==> src/rtl/block_dispatcher.sv <==
`default_nettype none
// ============================================================================
// Module   : block_dispatcher
// Brief    : Splits a kernel launch into blocks and hands them to free cores.
// Revision : 1.0
// ============================================================================
module block_dispatcher #(
    parameter int NUM_CORES         = 2,
    parameter int THREADS_PER_BLOCK = 4
) (
    input  logic                                                  clk,
    input  logic                                                  reset,
    input  logic                                                  start,
    input  logic [7:0]                                            thread_count,
    input  logic [NUM_CORES-1:0]                                  core_done,
    output logic [NUM_CORES-1:0]                                  core_start,
    output logic [NUM_CORES-1:0]                                  core_reset,
    output logic [NUM_CORES-1:0][7:0]                             core_block_id,
    output logic [NUM_CORES-1:0][$clog2(THREADS_PER_BLOCK):0]     core_thread_count,
    output logic                                                  done
);

    localparam int c_TPB_LOG2 = $clog2(THREADS_PER_BLOCK);
    localparam int c_CW       = c_TPB_LOG2 + 1;

    localparam logic [1:0] c_IDLE     = 2'd0;
    localparam logic [1:0] c_LAUNCH   = 2'd1;
    localparam logic [1:0] c_DISPATCH = 2'd2;
    localparam logic [1:0] c_DONE     = 2'd3;

    logic [1:0]                       r_state;
    logic [8:0]                       r_total_blocks;
    logic [8:0]                       r_blocks_dispatched;
    logic [8:0]                       r_blocks_done;
    logic [7:0]                       r_thread_count;
    logic [NUM_CORES-1:0]             r_busy;
    logic [NUM_CORES-1:0]             r_core_start;
    logic [NUM_CORES-1:0]             r_core_reset;
    logic [NUM_CORES-1:0][7:0]        r_core_block_id;
    logic [NUM_CORES-1:0][c_CW-1:0]   r_core_thread_count;
    logic                             r_done;

    logic [8:0]                       w_total;
    logic [15:0]                      w_offset;
    logic [15:0]                      w_remaining;
    logic [c_CW-1:0]                  w_chunk;
    logic [NUM_CORES-1:0]             w_complete;
    logic [NUM_CORES-1:0]             w_grant;
    logic [NUM_CORES-1:0]             w_assign;
    logic [8:0]                       w_done_cnt;
    logic                             w_found;
    logic                             w_dispatch;

    assign w_total     = ({1'b0, thread_count} + 9'(THREADS_PER_BLOCK - 1)) >> c_TPB_LOG2;
    assign w_offset    = {7'd0, r_blocks_dispatched} << c_TPB_LOG2;
    assign w_remaining = {8'd0, r_thread_count} - w_offset;
    assign w_chunk     = (w_remaining >= 16'(THREADS_PER_BLOCK)) ? c_CW'(THREADS_PER_BLOCK)
                                                                : w_remaining[c_CW-1:0];
    // Only cores that are actually running a block may complete one.
    assign w_complete  = r_busy & core_done;

    // A core still in its recycle reset is not yet eligible for a new block.
    always_comb begin
        w_grant    = '0;
        w_found    = 1'b0;
        w_done_cnt = '0;
        for (int i = 0; i < NUM_CORES; i++) begin
            w_done_cnt = w_done_cnt + {8'd0, w_complete[i]};
            if (!w_found && !r_busy[i] && !r_core_reset[i]) begin
                w_grant[i] = 1'b1;
                w_found    = 1'b1;
            end
        end
    end

    assign w_dispatch = (r_blocks_dispatched < r_total_blocks) && w_found;
    assign w_assign   = w_grant & {NUM_CORES{w_dispatch}};

    always_ff @(posedge clk or negedge reset) begin
        if (!reset) begin
            r_state             <= c_IDLE;
            r_total_blocks      <= '0;
            r_blocks_dispatched <= '0;
            r_blocks_done       <= '0;
            r_thread_count      <= '0;
            r_busy              <= '0;
            r_core_start        <= '0;
            r_core_reset        <= '0;
            r_core_block_id     <= '0;
            r_core_thread_count <= '0;
            r_done              <= 1'b0;
        end else begin
            case (r_state)
                c_IDLE: begin
                    r_core_start <= '0;
                    if (start) begin
                        r_total_blocks      <= w_total;
                        r_thread_count      <= thread_count;
                        r_blocks_dispatched <= '0;
                        r_blocks_done       <= '0;
                        r_busy              <= '0;
                        r_core_reset        <= '1;
                        r_state             <= c_LAUNCH;
                    end else begin
                        r_core_reset <= '0;
                    end
                end
                c_LAUNCH: begin
                    r_core_reset <= '0;
                    r_state      <= c_DISPATCH;
                end
                c_DISPATCH: begin
                    if (r_blocks_done == r_total_blocks) begin
                        r_state      <= c_DONE;
                        r_done       <= 1'b1;
                        r_core_start <= '0;
                        r_core_reset <= '0;
                        r_busy       <= '0;
                    end else begin
                        r_core_reset  <= w_complete;
                        r_blocks_done <= r_blocks_done + w_done_cnt;
                        r_busy        <= (r_busy & ~w_complete) | w_assign;
                        r_core_start  <= (r_core_start & ~w_complete) | w_assign;
                        if (w_dispatch) begin
                            r_blocks_dispatched <= r_blocks_dispatched + 9'd1;
                        end
                        for (int i = 0; i < NUM_CORES; i++) begin
                            if (w_assign[i]) begin
                                r_core_block_id[i]     <= r_blocks_dispatched[7:0];
                                r_core_thread_count[i] <= w_chunk;
                            end
                        end
                    end
                end
                c_DONE: begin
                    r_core_start <= '0;
                    r_core_reset <= '0;
                    if (!start) begin
                        r_done  <= 1'b0;
                        r_state <= c_IDLE;
                    end
                end
                default: r_state <= c_IDLE;
            endcase
        end
    end

    assign core_start        = r_core_start;
    assign core_reset        = r_core_reset;
    assign core_block_id     = r_core_block_id;
    assign core_thread_count = r_core_thread_count;
    assign done              = r_done;

endmodule
`default_nettype wire

==> config.mk <==
export PLATFORM = sky130hd
export DESIGN_NAME = block_dispatcher
export DESIGN_NICKNAME = d
export VERILOG_FILES = /design/src/rtl/block_dispatcher.sv
export SDC_FILE = /design/constraint.sdc
export NUM_CORES = 1
export LEC_CHECK = 0
export CORE_MARGIN = 4
export CORE_UTILIZATION = 55
export DETAILED_ROUTE_END_ITERATION = 12
export GPL_ROUTABILITY_DRIVEN = 0
export PLACE_DENSITY = 0.79
export RECOVER_POWER = 25
export SYNTH_ARGS = -nofsm -noshare
export SYNTH_HDL_FRONTEND = slang
export SYNTH_SLANG_ARGS = --single-unit
==> constraint.sdc <==
create_clock -name clk -period 3.4 [get_ports clk]
set_input_delay 0.68 -clock clk [delete_from_list [all_inputs] [get_ports clk]]
set_output_delay 0.68 -clock clk [all_outputs]
set_load 0.01 [all_outputs]
# Word-level counts from Yosys, hierarchy flattened
# Index checks and enable logic that the tools add are counted.
# totals
register_bits	64
in_bits	13
wordCells	85
# op_classes
addsub	5
magnitude_cmp	2
eq_ne	9
muxes	25
n_bitwise	8
reduce_logical	23
# ops
op	count
9-bit two-way mux	4
9-bit case mux with 2 select lines	2
16-bit by 3-bit >= comparator with 1-bit output (second input constant)	1
2-bit two-way mux	8
3-bit AND reduction	5
8-bit by 11-bit subtractor with 12-bit output	1
2-bit != test (second input constant)	5
8-bit by 2-bit adder with 9-bit output (second input constant)	1
9-bit by 1-bit adder with 9-bit output (second input constant)	1
9-bit by 2-bit adder with 9-bit output	1
9-bit by 7-bit == test with 1-bit output	1
9-bit by 7-bit less-than comparator with 1-bit output	1
2-bit AND	4
2-bit case mux with 2 select lines	2
2-bit case mux with 4 select lines	1
2-bit case mux with 3 select lines	1
2-bit nonzero test	3
1-bit zero test	5
1-bit two-way mux	5
2-bit == test (second input constant)	2
1-bit logical AND	4
2-bit bitwise OR	2
2-bit AND reduction	2
4-bit AND reduction	1
other kinds (8)	9

# Longest topological paths before layout
# Gate-level depths: netlist (run 1).
# depth
word_depth	12
ltp_mapped	10
ltp_nobuf	9

# Least setup slack after synthesis (run 1)
# OpenSTA, ideal clock, no wires.
# synth_timing
path_kind	register -> register
from	register r_blocks_dispatched[6]
to	register r_blocks_dispatched[6]
setup_ns	0.078
arrival_time_ns	2.126
slack_ns	1.196
path_stages_with_launch	7
cell_sequence	dfrtp_1 > ha_1 > a2111oi_4 > and3_1 > o211ai_2 > or4_1 > a21oi_1
# synth_between
elab_chain_cells	4
word_cells_on_any_way	8
cone_classes	1 x add/sub; 1 x order compare; 1 x eq/ne; 3 x mux; 2 x reduce/logical
# synth_rtl
item	line	source
start, declared	33	logic [8:0] r_blocks_dispatched;
start signal, assigned	125	r_blocks_dispatched <= r_blocks_dispatched + 9'd1;
9-bit by 1-bit adder with 9-bit output or 9-bit by 7-bit less-than comparator with 1-bit output (tied branches)	125, 76	
9-bit two-way mux or 1-bit logical AND (tied branches)	124, 76	
9-bit two-way mux or 2-bit != test (tied branches)	n/a	
9-bit case mux with 2 select lines or 4-bit AND reduction (tied branches)	n/a	
# Several ways; a longest one is shown, not always the timed one. The select of a mux whose other input is x is not followed.
# A chain may end at the register's enable or synchronous reset.

# Worst setup path in the final report (run 1)
# layout_timing
from	register r_state[0]
to	register r_blocks_done[8]
# layout_between
elab_chain_cells	3
word_cells_on_any_way	7
cone_classes	3 x eq/ne; 1 x mux; 3 x reduce/logical
# layout_rtl
item	line	source
start, declared	31	logic [1:0] r_state;
start signal, assigned	81	r_state <= c_IDLE;
start signal, assigned	103	r_state <= c_LAUNCH;
start signal, assigned	110	r_state <= c_DISPATCH;
2-bit == test or 2-bit zero test (tied branches)	93	case (r_state)
2-bit != test (no source line) or 2-bit nonzero test (tied branches)	n/a	
3-bit AND reduction (no source line)	n/a	
end signal, assigned	121	r_blocks_done <= r_blocks_done + w_done_cnt;
end, declared	34	logic [8:0] r_blocks_done;
# Several ways; a longest one is shown, not always the timed one.

==> results.py, run 1 <==
metrics = {
    "timing": {
        "worst_slew_pin_slew_ns": 1.57,
        "final_hold_viol_count": 0,
        "final.setup.worst_slack_ns": 0.772,
        "fmax_mhz": 380,
        "rsz0062_at_grt": "false",
        "fin_crit_sh_pct": 77.3,
        "tns_ns": 0,
        "slew_violations": 65,
        "skew_ns": 0.00865,
        "fin_crit_ns": 2.63,
        "max_slew_margin_pct": -4.45,
        "setup-violations-final": 0,
    },
    "synth": {
        "yosysSeqAreaShare_pct": 46.8,
        "synth_nets": 355,
        "yosys_most_used_dff": "dfrtp_1",
        "ys_types": 47,
        "syn_area_per_cell_sq_um": 10.6,
        "synth_edf_count": 0,
        "synthCells": 322,
        "synth_top_area_share_pct": 46.8,
        "yosysMostFrequentCell": "dfrtp_1",
        "mappedNetlistArea_sq_um": 3420,
        "synth_area_leaders": "dfrtp_1 (47%), mux2_2 (9.2%), ha_1 (6.6%)",
        "async_reset_ff_share_pct": 100,
        "synth_common_cells": "dfrtp_1 (64), mux2_2 (28), nand2_1 (28)",
        "synth-seq-cells": 64,
        "synth_warnings": 0,
        "yosysTopAreaCell": "dfrtp_1",
    },
    "worst_hold_path": {
        "hold_class": "register to register",
    },
    "critical_path": {
        "start_kind": "register",
        "crit_path_end_kind": "register",
        "cp_max_fo": 20,
        "required_ns": 3.68,
        "arrival_ns": 2.90,
        "worstPathCellList": "inv_1 > ha_1 > nor3b_1 > nand4_1 > o21ai_1 > o21ai_0 > a21oi_1",
        "cp_slowest_stage_delay_ns": 0.88,
        "cp_slowest_cell": "o21ai_1",
        "worstSetupPathType": "register to register",
    },
    "die": {
        "num_rows": 28,
        "initial_core_util_pct": 57.1,
        "core_sq_um": 5990,
        "die_y_microns": 86.9,
        "dieArea_sq_um": 7550,
        "die_width_microns": 86.9,
        "io_pins": 40,
    },
    "layout": {
        "final_cell_area_sq_um": 4100,
        "fillers": 463,
        "fin_util_pct": 68.4,
        "antenna_cells": 0,
        "drive_gt1_share_pct": 15.6,
        "stdcell_count": 447,
        "synthToLayoutAreaGrowth_pct": 19.7,
        "regArea_sq_um": 1600,
        "final_nets": 400,
        "multi_input_area_sq_um": 1690,
    },
    "detailed_routing": {
        "drt_iter0_markers": 172,
        "drtPass1Iterations": 4,
        "vias": 2655,
        "route.detailed.drc": 0,
        "post_drt_via_cell_ratio": 5.94,
        "wirelength_microns": 7340,
        "wl_per_cell_microns": 16.4,
        "ant_nets": 0,
    },
    "cts": {
        "post-cts-setup-buffers": 0,
        "root_buffer": "clkbuf_8",
        "ctsHtreeMaxLevel": 3,
        "hold_buffers": 0,
        "ctsResizeCount": 0,
        "path_clk_slew_ns": 0.08,
        "cts_made_buffers": 9,
        "clk_latency_ns": 0.35,
        "cts_tree": "built",
        "clk_path_buf_depth": 2,
        "clock_sinks": 64,
    },
    "grt": {
        "grt_max_degree": 65,
        "grt.overflow.total": 0,
        "grt_pass1_wl_microns": 12300,
        "grt_usage_pct": 21.5,
        "antenna_found_initial": 0,
        "grt_pass1_vias": 2583,
    },
    "outcome": {
        "status": "finished, violations left",
        "violations": "max-capacitance violations, max-slew violations",
    },
    "placement": {
        "hpwlAfterDp_microns": 5280,
        "place_area_sq_um": 3900,
        "place_ws_ns": 0.656,
        "port_buffers": 39,
        "dpl.cell_count": 431,
    },
    "pwr": {
        "p_per_area_nw_per_um2": 794,
        "p_leak_nw": 1.83,
        "peakVddDrop_v": 0.000512,
    },
    "job": {
        "cap_violations": 1,
    },
}
## registers in the layout (all words and copies together) (netlist names), 6 cells and up
register and flops:
core_block_id 16, r_blocks_dispatched 9, r_blocks_done 9, r_thread_count 8, r_total_blocks 7, core_thread_count 6
## stage by stage
stage | hold slack (ns) | total power [mW]
after global placement | 0.469 | 2.52
after CTS | 0.492 | 3.26
final | 0.490 | 3.25
after global routing | 0.507 | 3.50
after floorplan | 0.384 | 2.12
after detailed placement | 0.474 | 2.58
## path summary, 6_finish.rpt
check,from,to,slack (ns),depth (start not counted)
max,r_state[0],r_blocks_done[8],0.77,7
min,core_block_id[7],core_block_id[7],0.49,1
min reg2reg,core_block_id[7],core_block_id[7],0.49,1
max in group asynchronous,reset,r_blocks_done[0],1.66,2
max reg2reg,r_state[0],r_blocks_done[8],0.77,7
min in group asynchronous,reset,core_block_id[15],0.80,2
## routing by layer
layer / track usage (%) / routed length [microns]
met2: 34.0 / 3450
met1: 28.3 / 3330
met4: 9.77 / 138
met5: 0 / 0
met3: 4.64 / 419
## worst max-delay path, delay by kind of cell (launching register included)
kind / cells / cell delay (ns)
compound gates: 3 / 1.29
flops: 1 / 0.41
simple gates: 2 / 0.38
fa+ha+maj: 1 / 0.36
buf+inv: 1 / 0.11
## cell type report
class	count	area share, %
clock buffer	10	3.36
tap	75	2.29
clock inverter	6	1.65
inverter	24	2.20
timing repair buffer	44	10.3
multi-input combinational	224	41.2
sequential	64	39.1
## cells in the final DEF, fill, tap and decap left out, types with 4 or more instances in the layout
master,synthesis,final
or3_1,4,4
xnor2_1,10,10
mux2_2,28,28
inv_1,24,24
o31ai_1,8,8
clkbuf_8,0,10
nand2_1,28,28
buf_4,0,4
nor2_1,7,7
a21oi_1,15,15
or4_1,4,4
nand3_1,17,17
o21a_1,4,4
nand4_1,7,7
o32ai_1,4,4
dfrtp_1,64,64
and2_1,7,7
ha_1,18,18
clkdlybuf4s50_1,0,38
o21ai_0,15,15
## where the power goes
group          internal [mW]  leakage, nW  switching, mW
Sequential             0.959        0.842          0.168
Clock                  0.360       0.0989          0.315
Combinational          0.658        0.886          0.794
## logic make-up after synthesis
group           share of synthesized area [%]
simple gates                             13.8
compound gates                           14.9
flops                                    46.8
buf+inv                                  3.91
mux                                      9.50
fa+ha+maj                                7.75
xor+xnor                                 3.33
Power figures use the tool's default switching activity.
==> run 2, diff against run 1 <==
- clock period: 3.4 -> 2.5 ns (I/O delays scaled with it)
==> run 2 against run 1 <==
  * The flow now finishes without violations
  * Design area rose by 3.6%
  * Non-clock buffer count rose by 15
  * Register-to-register slack got worse by 0.61 ns
  * Setup slack got worse by 0.61 ns
  * Hold slack got worse by 0.055 ns
  * Global-route usage rose by 0.81 points
  * Count of clock-buffer cells in the layout did not move
  * Total power rose by 44%
  * Die area did not move
  * Critical path type unchanged
  * Critical endpoint is now core_block_id[3]
==> results.py, run 2 (synthesis gave the netlist of run 1 again) <==
metrics = {
    "grt": {
        "grt_max_degree": 28,
        "grt.overflow.total": 0,
        "antenna_found_initial": 0,
        "grt_usage_pct": 22.3,
        "grt_pass1_vias": 2780,
        "grt_pass1_wl_microns": 13000,
    },
    "pwr": {
        "peakVddDrop_v": 0.000716,
        "seqPwrFrac_pct": 32.3,
        "switchingPower_mw": 1.78,
        "swShare_pct": 38.0,
        "p_leak_nw": 1.91,
        "internal_power_mw": 2.90,
        "clkPwrFrac_pct": 21.6,
        "p_comb_share_pct": 46.1,
        "p_per_area_nw_per_um2": 1100,
        "power_mw": 4.68,
    },
    "cts": {
        "clk_latency_ns": 0.34,
        "post-cts-setup-buffers": 0,
        "clk_path_buf_depth": 2,
        "cts_tree": "built",
        "clock_sinks": 64,
        "path_clk_slew_ns": 0.08,
        "root_buffer": "clkbuf_8",
        "ctsHtreeMaxLevel": 3,
        "cts_made_buffers": 9,
        "hold_buffers": 0,
    },
    "detailed_routing": {
        "route.detailed.drc": 0,
        "ant_nets": 0,
        "wl_per_cell_microns": 16.3,
        "drt_iter0_markers": 114,
        "post_drt_via_cell_ratio": 5.78,
        "drtPass1Iterations": 4,
        "wirelength_microns": 7530,
        "vias": 2672,
    },
    "worst_hold_path": {
        "hold_class": "primary input to async pin",
    },
    "timing": {
        "fin_crit_sh_pct": 93.4,
        "skew_ns": 0.0112,
        "max_slew_margin_pct": 10.5,
        "setup-violations-final": 0,
        "fin_crit_ns": 2.34,
        "rsz0062_at_grt": "false",
        "worst_slew_pin_slew_ns": 1.34,
        "final_hold_viol_count": 0,
        "slew_violations": 0,
        "tns_ns": 0,
        "fmax_mhz": 428,
    },
    "outcome": {
        "status": "completed",
    },
    "critical_path": {
        "cp_slowest_stage_delay_ns": 0.47,
        "arrival_ns": 2.56,
        "crit_path_end_kind": "register",
        "worstPathCellList": "ha_1 > a21o_1 > a31oi_4 > o21a_1 > nand4b_1 > buf_4 > mux2_2",
        "critPathBufInv": 1,
        "cp_max_fo": 11,
        "critPathTopFamily": "compound AO/OA/AOI/OAI gates",
        "required_ns": 2.72,
        "cp_slowest_cell": "dfrtp_1",
        "worstSetupPathType": "register to register",
        "start_kind": "register",
    },
    "die": {
        "core_sq_um": 5990,
        "initial_core_util_pct": 57.1,
        "num_rows": 28,
        "die_width_microns": 86.9,
        "dieArea_sq_um": 7550,
        "die_y_microns": 86.9,
        "io_pins": 40,
    },
    "layout": {
        "largest_reg_flops": 16,
        "drive_gt1_share_pct": 19.1,
        "final_cell_area_sq_um": 4250,
        "antenna_cells": 0,
        "final_nets": 415,
        "final_common_cell": "dfrtp_1",
        "layout_common_cells": "dfrtp_1 (64), clkdlybuf4s50_1 (38), nand2_1 (28), mux2_2 (28), inv_1 (24)",
        "synthToLayoutAreaGrowth_pct": 24.0,
    },
    "job": {
        "cap_violations": 0,
    },
    "placement": {
        "hpwlAfterDp_microns": 5620,
        "port_buffers": 39,
        "place_area_sq_um": 4020,
    },
}
[run 2: changes by cell type in the layout (fill, tap and decap cells not counted), sizes merged]
cell / before / now
buf: 5 / 19
bufinv: 1 / 2
inv: 25 / 24
clkbuf: 11 / 12
[run 2: final cells by class]
| class | count | area [sq um] |
|---|---|---|
| fill | 429 | 1750 |
| multi-input combinational | 224 | 1700 |
| sequential | 64 | 1600 |
| timing repair buffer | 59 | 532 |
| clock buffer | 10 | 138 |
| tap | 75 | 93.8 |
| clock inverter | 6 | 92.6 |
| inverter | 24 | 90.1 |
[run 2: timing repair]
item,4_1_cts,5_1_grt
endpoints found under the hold margin,0,0
setup endpoints to repair,0,7
gates resized for setup,0,3
[run 2: worst paths after layout]
kind / start / endpoint / slack [ns] / cells after the start
worst max-delay path: r_blocks_dispatched[2] / core_block_id[3] / 0.16 / 7
worst min-delay path: reset / core_block_id[0] / 0.43 / 1
worst max register to register: r_blocks_dispatched[2] / core_block_id[3] / 0.16 / 7
worst min register to register: core_block_id[15] / core_block_id[15] / 0.50 / 1
max in group asynchronous: reset / r_blocks_done[3] / 0.74 / 2
min in group clk: core_block_id[15] / core_block_id[15] / 0.50 / 1
[run 2: power groups by stage]
stage,clock network (mW),registers (mW),logic [mW]
after floorplan,0,1.53,1.35
after global placement,0,1.52,2.05
after detailed placement,0,1.53,2.11
after CTS,1.02,1.51,2.13
after global routing,1.07,1.54,2.40
final,1.01,1.51,2.16
[run 2: worst register-to-register path, cell delays in order (launching register included)]
cell	delay, ns
dfrtp_1	0.47
ha_1	0.36
a21o_1	0.22
a31oi_4	0.20
o21a_1	0.35
nand4b_1	0.14
buf_4	0.21
mux2_2	0.29
[run 2: metrics by stage]
stage                     cells  utilization, %  hold WS [ns]  setup slack, ns
after detailed placement    446            67.1         0.475           0.0960
final                       462            70.9         0.434            0.165
after global placement      446            67.1         0.469            0.165
after CTS                   462            71.0         0.151            0.163
after floorplan             322               -         0.204            0.296
after global routing        462            70.9         0.516           0.0333
[run 2: routing by layer]
metal / GRT usage, % / share of wire [%]
met2: 37.3 / 48
met3: 3.60 / 4.4
met4: 9.35 / 1.7
met5: 0 / 0
met1: 28.7 / 46
==> run 3, diff against run 2 <==
- clock period: 2.5 -> 2.3 ns (I/O delays scaled with it)
==> run 3 against run 2 <==
  * Total power is 17% higher
  * Clock skew up 0.0010 ns
  * Wire length increased by 5.4%
  * Setup slack got worse by 0.077 ns
  * Critical path depth stayed put
  * First-iteration DRC count rose by 97%
  * Sequential power rose by 9%
==> results.py, run 3 (synthesis gave the netlist of run 1 again) <==
metrics = {
    "layout": {
        "largest_reg_flops": 16,
        "drive_gt1_share_pct": 23.5,
        "layout_common_cells": "dfrtp_1 (64), clkdlybuf4s50_1 (38), buf_4 (30)",
        "stdcell_count": 475,
        "synthToLayoutAreaGrowth_pct": 29.1,
        "final_nets": 428,
        "antenna_cells": 0,
        "final_common_cell": "dfrtp_1",
    },
    "timing": {
        "skew_ns": 0.0122,
        "fin_crit_ns": 2.21,
        "final_hold_viol_count": 0,
        "worst_slew_pin_slew_ns": 1.20,
        "fmax_mhz": 452,
        "setup-violations-final": 0,
        "max_slew_margin_pct": 20.0,
        "fin_crit_sh_pct": 96.2,
        "rsz0062_at_grt": "false",
        "final.setup.worst_slack_ns": 0.0880,
        "slew_violations": 0,
    },
    "job": {
        "cap_violations": 0,
    },
    "die": {
        "die_y_microns": 86.9,
        "dieArea_sq_um": 7550,
        "die_width_microns": 86.9,
        "io_pins": 40,
        "num_rows": 28,
        "core_sq_um": 5990,
        "initial_core_util_pct": 57.1,
    },
    "worst_hold_path": {
        "hold_class": "primary input to async pin",
    },
    "cts": {
        "cts_tree": "built",
        "clk_latency_ns": 0.35,
        "hold_buffers": 0,
        "ctsHtreeMaxLevel": 3,
        "path_clk_slew_ns": 0.07,
        "cts_made_buffers": 9,
        "root_buffer": "clkbuf_8",
        "clk_path_buf_depth": 2,
        "clock_sinks": 64,
    },
    "critical_path": {
        "cp_max_fo": 5,
        "start_kind": "register",
        "arrival_ns": 2.48,
        "crit_path_end_kind": "register",
        "worstSetupPathType": "register to register",
        "required_ns": 2.57,
    },
    "grt": {
        "antenna_found_initial": 0,
        "grt_pass1_vias": 2821,
        "grt_usage_pct": 23.6,
        "grt.overflow.total": 0,
        "grt_max_degree": 25,
        "grt_pass1_wl_microns": 13500,
    },
    "placement": {
        "port_buffers": 39,
        "hpwlAfterDp_microns": 5850,
        "dpl.cell_count": 458,
        "place_ws_ns": -0.0411,
    },
    "detailed_routing": {
        "wl_per_cell_microns": 16.7,
        "post_drt_via_cell_ratio": 5.85,
        "drtPass1Iterations": 4,
        "wirelength_microns": 7940,
        "drt_iter0_markers": 225,
        "route.detailed.drc": 0,
        "ant_nets": 0,
        "vias": 2777,
    },
    "pwr": {
        "p_leak_nw": 1.99,
        "p_per_area_nw_per_um2": 1240,
        "peakVddDrop_v": 0.000988,
    },
    "outcome": {
        "status": "completed",
    },
}
-- run 3: cell types whose count changed in the layout (fill, tap and decap cells not counted), moves of 2 or more --
cell / before / now
buf_4: 19 / 30
ha_2: 0 / 2
ha_1: 18 / 16
clkbuf_1: 1 / 3
-- run 3: layer usage --
metal | GRT usage [%] | share of wire, %
met5 | 0 | 0
met4 | 10.8 | 2.0
met3 | 4.16 | 3.8
met2 | 37.1 | 48
met1 | 31.7 | 46
-- run 3: what timing repair did --
action | CTS | global route
pin swaps | 0 | 2
gates resized for setup | 2 | 12
endpoints found under the setup margin | 4 | 22
hold endpoints to repair | 0 | 0
setup buffers | 0 | 1
-- run 3: where the power goes --
part,switching (mW),internal [mW],leakage (nW)
clock,0.461,0.755,0.123
sequential,0.223,1.42,0.842
combinational,1.38,1.24,1.03
-- run 3: stage by stage --
stage | utilization (%) | setup TNS (ns) | total power, mW | instance area [sq um] | hold slack, ns
2_1_floorplan | - | 0 | 3.14 | 3420 | 0.164
5_1_grt | 73.7 | 0 | 5.84 | 4420 | 0.436
3_5_place_dp | 68.6 | -0.144 | 4.09 | 4110 | 0.452
6_report | 73.7 | 0 | 5.48 | 4420 | 0.339
4_1_cts | 73.0 | 0 | 5.36 | 4370 | 0.0797
3_3_place_gp | 68.6 | 0 | 4.00 | 4110 | 0.452
-- run 3: layout make-up --
type / instances / area, sq um
clock buffer: 10 / 138
tap: 75 / 93.8
clock inverter: 6 / 115
inverter: 24 / 90.1
timing repair buffer: 72 / 637
multi-input combinational: 224 / 1740
fill: 418 / 1570
sequential: 64 / 1600
-- run 3: final timing paths --
| check | startpoint | end | slack, ns | cells past startpoint |
|---|---|---|---|---|
| max | r_blocks_dispatched[5] | r_blocks_dispatched[6] | 0.09 | 7 |
| min | reset | core_block_id[15] | 0.34 | 1 |
| max reg2reg | r_blocks_dispatched[5] | r_blocks_dispatched[6] | 0.09 | 7 |
| min reg2reg | r_thread_count[7] | r_thread_count[7] | 0.49 | 2 |
| max in group asynchronous | reset | core_block_id[8] | 0.69 | 2 |
| min in group clk | r_thread_count[7] | r_thread_count[7] | 0.49 | 2 |
-- run 3: critical path, stage by stage (launching register included) --
cell	delay, ns
dfrtp_1	0.39
buf_4	0.16
ha_1	0.20
a2111oi_4	0.42
and3_4	0.26
o211ai_2	0.09
or4_1	0.48
a21oi_1	0.15
